<file path="config.mk">
export PLATFORM = sky130hd
export DESIGN_NAME = fetch_stage
export DESIGN_NICKNAME = d
export VERILOG_FILES = /design/src/rtl/fetch_stage.sv
export SDC_FILE = /design/constraint.sdc
export NUM_CORES = 1
export LEC_CHECK = 0
export ABC_AREA = 1
export BUFFER_PORTS_ARGS = -buffer_cell sky130_fd_sc_hd__buf_4
export CORE_ASPECT_RATIO = 0.7
export CORE_MARGIN = 1
export CORE_UTILIZATION = 30
export DETAILED_ROUTE_END_ITERATION = 6
export PLACE_DENSITY = 0.62
export SLEW_MARGIN = 30
export SYNTH_ARGS = -nofsm -noshare
export SYNTH_HDL_FRONTEND = slang
export SYNTH_SLANG_ARGS = --single-unit
export TNS_END_PERCENT = 30
</file>
<file path="constraint.sdc">
create_clock -name clk -period 1.5 [get_ports clk]
set_input_delay 0 -clock clk [delete_from_list [all_inputs] [get_ports clk]]
set_output_delay 0 -clock clk [all_outputs]
set_load 0.01 [all_outputs]
</file>
<file path="src/rtl/fetch_stage.sv">
// Instruction fetch stage with PC register and IF/ID pipeline register; branch redirect from ID.
// Latency: word accepted on edge N appears on if_id_instruction after edge N; branch costs one bubble.
// Backpressure: stall holds PC and IF/ID and drops imem_req; imem_ready low inserts NOP bubbles.
module fetch_stage #(
    parameter logic [31:0] RESET_PC  = 32'h0000_0000,
    parameter logic [31:0] NOP_INSTR = 32'hE1A0_0000
) (
    input  logic        clk,
    input  logic        reset_n,
    input  logic        stall,
    input  logic        branch_taken,
    input  logic [31:0] branch_offset,
    input  logic [31:0] branch_pc,
    input  logic        imem_ready,
    input  logic [31:0] imem_data,
    output logic        imem_req,
    output logic [31:0] imem_addr,
    output logic [31:0] if_id_instruction,
    output logic [31:0] id_pc,
    output logic        id_valid
);

    typedef enum logic {
        ST_BOOT = 1'b0,
        ST_RUN  = 1'b1
    } state_t;

    state_t      state_q, state_d;
    logic [31:0] pc_q, pc_d;
    logic [31:0] instr_q, instr_d;
    logic [31:0] id_pc_q, id_pc_d;
    logic        id_valid_q, id_valid_d;
    logic [31:0] branch_target;

    // Shift drops offset[31:30]; modular add makes negative offsets subtract.
    assign branch_target = (branch_pc + 32'd8 + {branch_offset[29:0], 2'b00}) & 32'hFFFF_FFFC;

    always_comb begin
        state_d    = state_q;
        pc_d       = pc_q;
        instr_d    = instr_q;
        id_pc_d    = id_pc_q;
        id_valid_d = id_valid_q;
        case (state_q)
            ST_BOOT: begin
                state_d = ST_RUN;
            end
            ST_RUN: begin
                if (stall) begin
                    pc_d = pc_q;
                end else if (branch_taken) begin
                    pc_d       = branch_target;
                    instr_d    = NOP_INSTR;
                    id_valid_d = 1'b0;
                end else if (imem_ready) begin
                    pc_d       = pc_q + 32'd4;
                    instr_d    = imem_data;
                    id_pc_d    = pc_q;
                    id_valid_d = 1'b1;
                end else begin
                    instr_d    = NOP_INSTR;
                    id_valid_d = 1'b0;
                end
            end
            default: begin
                state_d = ST_BOOT;
            end
        endcase
    end

    always_ff @(posedge clk or negedge reset_n) begin
        if (!reset_n) begin
            state_q    <= ST_BOOT;
            pc_q       <= RESET_PC;
            instr_q    <= NOP_INSTR;
            id_pc_q    <= 32'd0;
            id_valid_q <= 1'b0;
        end else begin
            state_q    <= state_d;
            pc_q       <= pc_d;
            instr_q    <= instr_d;
            id_pc_q    <= id_pc_d;
            id_valid_q <= id_valid_d;
        end
    end

    assign imem_req          = (state_q == ST_RUN) && !stall;
    assign imem_addr         = pc_q;
    assign if_id_instruction = instr_q;
    assign id_pc             = id_pc_q;
    assign id_valid          = id_valid_q;

endmodule
</file>
# Yosys cells after proc, flatten, opt, wreduce, memory -nomap -nowiden
# Index checks and enable logic that the tools add are counted.
[totals]
ff_bits = 98
latch_bits = 0
mem_bits_rw = 0
rom_bits = 0
in_bits = 101
out_inout_bits = 98
wordCells = 22
n_memories = 0
[op_classes]
addsub = 3
multipliers = 0
div = 0
n_lt_le_gt_ge = 0
n_eq_ne = 0
shift = 0
n_mux = 6
n_bitwise = 2
n_reduce_logical = 6
[ops]
columns = ["operator", "count"]
rows = [
  ["32-bit two-way mux", 4],
  ["32-bit by 3-bit adder with 32-bit output (second input constant)", 1],
  ["32-bit adder", 1],
  ["32-bit by 4-bit adder with 32-bit output (second input constant)", 1],
  ["4-bit AND reduction", 1],
  ["3-bit AND reduction", 1],
  ["1-bit two-way mux", 2],
  ["1-bit NOT", 2],
  ["2-bit AND reduction", 1],
  ["2-bit nonzero test", 1],
  ["1-bit logical AND", 1],
  ["1-bit zero test", 1],
]

# Longest topological paths before layout
[depth]
depth_word = 3
depth_mapped = 16
mapped_depth_nobuf = 16

# Least setup slack after synthesis
# No wires, ideal clock.
[synth_path]
kind = "input -> register"
start = "in branch_offset[1]"
end = "reg pc_q[31], in the netlist imem_addr[31]"
setup_time_ns = 0.116
arrival_time_ns = 1.721
required_time_ns = 1.384
slack_ns = -0.337
path_stages = 15
path_buffers = 0
cell_sequence = "inv_1 ha_1 inv_1 ha_1 fa_1 nand3_1 nand3_1 nand3_1 nand3_1 nand2_1 nand3_1 nand3_1 nand2_1 nand2_1 nand2_1"
[synth_between]
elab_chain_cells = 2
[synth_rtl]
columns = ["item", "line_no", "rtl"]
rows = [
  ["start: declaration", "12", "input logic [31:0] branch_offset,"],
  ["32-bit adder", "36", "assign branch_target = (branch_pc + 32'd8 + {branch_offset[29:0], 2'b00}) & 32'hFFFF_FFFC;"],
  ["32-bit two-way mux", "51", "end else if (branch_taken) begin"],
  ["end signal: assignment", "80", "pc_q <= pc_d;"],
  ["end: declaration", "29", "logic [31:0] pc_q, pc_d;"],
]
# No other way between the ends.
# A chain may end at the register's enable or synchronous reset.

# Worst setup path in the final report
[layout_path]
start = "reg pc_q[3], in the netlist imem_addr[3]"
end = "reg pc_q[20], in the netlist imem_addr[20]"
[layout_between]
elab_chain_cells = 3
[layout_rtl]
columns = ["item", "line_no", "rtl"]
rows = [
  ["32-bit by 3-bit adder with 32-bit output", "56", "pc_d = pc_q + 32'd4;"],
  ["32-bit two-way mux", "55", "end else if (imem_ready) begin"],
  ["32-bit two-way mux", "51", ""],
]
# No other way between the ends. The select of a mux whose other input is x is not followed.

==> results_dict.tcl <==
set metrics [dict create \
    status "finished with violations" \
    violations "negative setup slack" \
    die_h_um 128.5 \
    hold_depth 6 \
    vias_per_cell 4.682 \
    multi_input_area_um2 4641 \
    core_area_um2 22010 \
    slowest_delay_ns 0.41 \
    cts_made_buffers 9 \
    ys_seq_area_share_pct 34.42 \
    synth_edf_count 0 \
    p_int_mw 6.895 \
    final_cells 1642 \
    path_clk_slew_ns 0.07 \
    netlist_instances 953 \
    grt_max_degree 43 \
    power_density_nw_per_um2 977.8 \
    layout-drive-gt1-share_pct 41.14 \
    cts_sinks 94 \
    synth_cell_types 38 \
    grt.overflow.total 0 \
    antenna_found_initial 0 \
    ir_drop_mv 0.6018 \
    syn_to_final_growth_pct 64.87 \
    clk_latency_ns 0.34 \
    reg2reg_slack_ns -0.12 \
    firstDrtPassIters 5 \
    postRouteAntennaNets 0 \
    syn_avg_cell_area_um2 7.193 \
    setup_violations 22 \
    worstPathArrival_ns 1.90 \
    syn_area_um2 6855 \
    grt_setup_unrepaired "true" \
    fin_crit_ns 1.622 \
    setup_slack_ns -0.1221 \
    final_area_um2 11300 \
    comb_power_share_pct 48.8 \
    path_cells "ha_4 > nand2_4 > inv_2 > nand4_1 > buf_6 > nor2_4 > nand2_2 > nand2_1 > nand2_1 > o21ai_1 > inv_1 > a21oi_2" \
    ys_ff_latch 94 \
    period_share_pct 108.1 \
    cp_slowest_cell "dfrtp_1" \
    fmax_ghz 0.6165 \
    cpMostUsedCell "nand2_1" \
    track_usage_pct 20.23 \
    cp.required_ns 1.77 \
    p_leak_nw 5.800 \
    post-route-drc-count 0 \
    totalWireLength_mm 23.98 \
    ff2ff_path_depth 12 \
    grt_pass1_wl_mm 37.45 \
    wl_per_cell_um 14.60 \
    vias 7688 \
    htree_levels 3 \
    drv_slew 0 \
    maxSlewHeadroom_pct 63.42 \
    dpl.cell_count 1584 \
    first_iter_violations 442 \
    placed_area_um2 9841 \
    p_sw_share_pct 37.61 \
    dp_hpwl_mm 18.50 \
    io_pins 199 \
    pwr-share-seq_pct 31.1 \
    dieArea_um2 23470 \
    cts_tree "done" \
    clk_path_buf_depth 2 \
    worstSetupStartpointType "flip-flop" \
    hold_class "in2reg" \
    drv_cap 0 \
    fin_nets 1492 \
    synthFlopType "dfrtp_1" \
    dieWidth_um 182.7 \
    gp_congestion 0.9077 \
    hold_viol 0 \
    regArea_um2 2366 \
    critPathMaxFanout 5 \
    endpoint_kind "flip-flop" \
    switchingPower_mw 4.156 \
    num_rows 45 \
    initial_core_util_pct 31.14 \
    fin_worst_skew_ns 0.01048 \
    worst_slew_pin_slew_ns 0.5488 \
    port_buffers 190 \
    antenna_cells 0 \
    worstSetupPathType "reg2reg" \
    cts-root-buf "clkbuf_16" \
    synthArstFlopShare_pct 100.0 \
    grt_pass1_vias 7204 \
    p_clk_share_pct 20.1 \
    fillers 2149 \
    yosys_warnings 0 \
]
-- stage by stage --
stage / total power [mW] / hold WS (ns) / setup TNS, ns / utilization (%) / setup WS, ns
after global routing: 11.79 / 0.1177 / -4.315 / 51.34 / -0.2127
after CTS: 10.79 / 0.08720 / -1.383 / 49.28 / -0.1182
after floorplan: 5.469 / -0.2956 / -1.353 / - / -0.1257
final: 11.05 / 0.09383 / -1.268 / 51.34 / -0.1221
after global placement: 8.120 / 0.02824 / -11.37 / 44.70 / -0.5781
after detailed placement: 8.156 / 0.02700 / -11.72 / 44.70 / -0.5644
-- cell usage after synthesis (8+ instances only) --
cell type  count  area [µm²]
nor3_1        13       65.06
clkbuf_1       8       30.03
nor2_1        90       337.8
o21ai_2       10       87.58
ha_1          58       725.7
inv_1        126       473.0
nand4_1        9       56.30
a21oi_1       60       300.3
xor2_1        16       140.1
o21ai_1       20       100.1
o21ai_0       26       130.1
nand3_1       49       245.2
nand2_1      277        1040
buf_2          9       45.04
dfrtp_1       88        2202
a22o_1        26       227.7
-- sequential cells by signal (all words and copies together) (netlist names) --
signal             flops
id_pc                 30
imem_addr             30
if_id_instruction     32
id_valid               1
state_q                1
-- layer usage --
| metal | track usage, % | vias up | part of all wire (%) |
|---|---|---|---|
| met4 | 2.224 | 0 | 0.60 |
| li1 | - | 3856 | - |
| met3 | 3.651 | 18 | 7.1 |
| met1 | 30.73 | 3545 | 50 |
| met5 | 0 | - | 0 |
| met2 | 30.44 | 269 | 42 |
-- final cells by class --
type | instances | area share [%]
inverters | 130 | 4.428
clock buffers | 9 | 1.993
well taps | 305 | 3.377
flip-flops and latches | 94 | 20.93
multi-input cells | 703 | 41.06
repair buffers | 394 | 27.61
clock inverters | 7 | 0.5978
-- power by group through the flow --
stage / registers (mW) / clock network [mW] / logic (mW)
after global routing: 3.50 / 2.39 / 5.90
after CTS: 3.41 / 2.31 / 5.07
after detailed placement: 3.45 / 0 / 4.71
after floorplan: 3.64 / 0 / 1.83
after global placement: 3.44 / 0 / 4.68
final: 3.44 / 2.22 / 5.39
-- logic make-up after synthesis --
group,after synthesis,synth area share (%)
AOI/OAI and AO/OA,168,15.19
xor gates and xnor gates,19,2.427
adders and majority gates,59,10.88
buffers and inverters,159,9.801
DFF,94,34.42
other,2,0.1095
and+or+nand+nor,452,27.18
-- worst max-delay path, delay by kind of cell (launching register included) --
family                   cells  cell delay (ns)
AO/OA/AOI/OAI                2             0.25
AND/OR/NAND/NOR              6             0.43
adder cells (fa/ha/maj)      1             0.18
buffers and inverters        3             0.28
flip-flops                   1             0.41
-- layout by cell type, fill, tap and decap left out, drive strengths merged, types with 9 or more instances in the layout --
master	count
xor2	16
dfrtp	88
clkbuf	9
buf	361
nor3	16
o21ai	56
nor2	93
a21oi	61
dlygate4sd3	33
ha	58
nand3	49
nand2	277
inv	132
nand4	9
a22o	26
-- path summary, 6_finish.rpt --
kind	start	to
max in group asynchronous	reset_n	id_pc[30]$_DFFE_PN0P_
min	branch_pc[2]	imem_addr[2]$_DFFE_PN0P_
min in group asynchronous	reset_n	id_pc[2]$_DFFE_PN0P_
max reg2reg	imem_addr[3]$_DFFE_PN0P_	imem_addr[20]$_DFFE_PN0P_
min reg2reg	id_pc[11]$_DFFE_PN0P_	id_pc[11]$_DFFE_PN0P_
max	imem_addr[3]$_DFFE_PN0P_	imem_addr[20]$_DFFE_PN0P_
-- what timing repair did --
| action | in CTS | in global routing |
|---|---|---|
| pin swaps | 21 | 31 |
| endpoints found under the hold margin | 63 | 0 |
| hold buffers | 33 | 0 |
| setup endpoints to repair | 24 | 26 |
| resized for setup | 81 | 87 |
| setup buffers | 5 | 4 |
(Power assumes the default switching activity.)
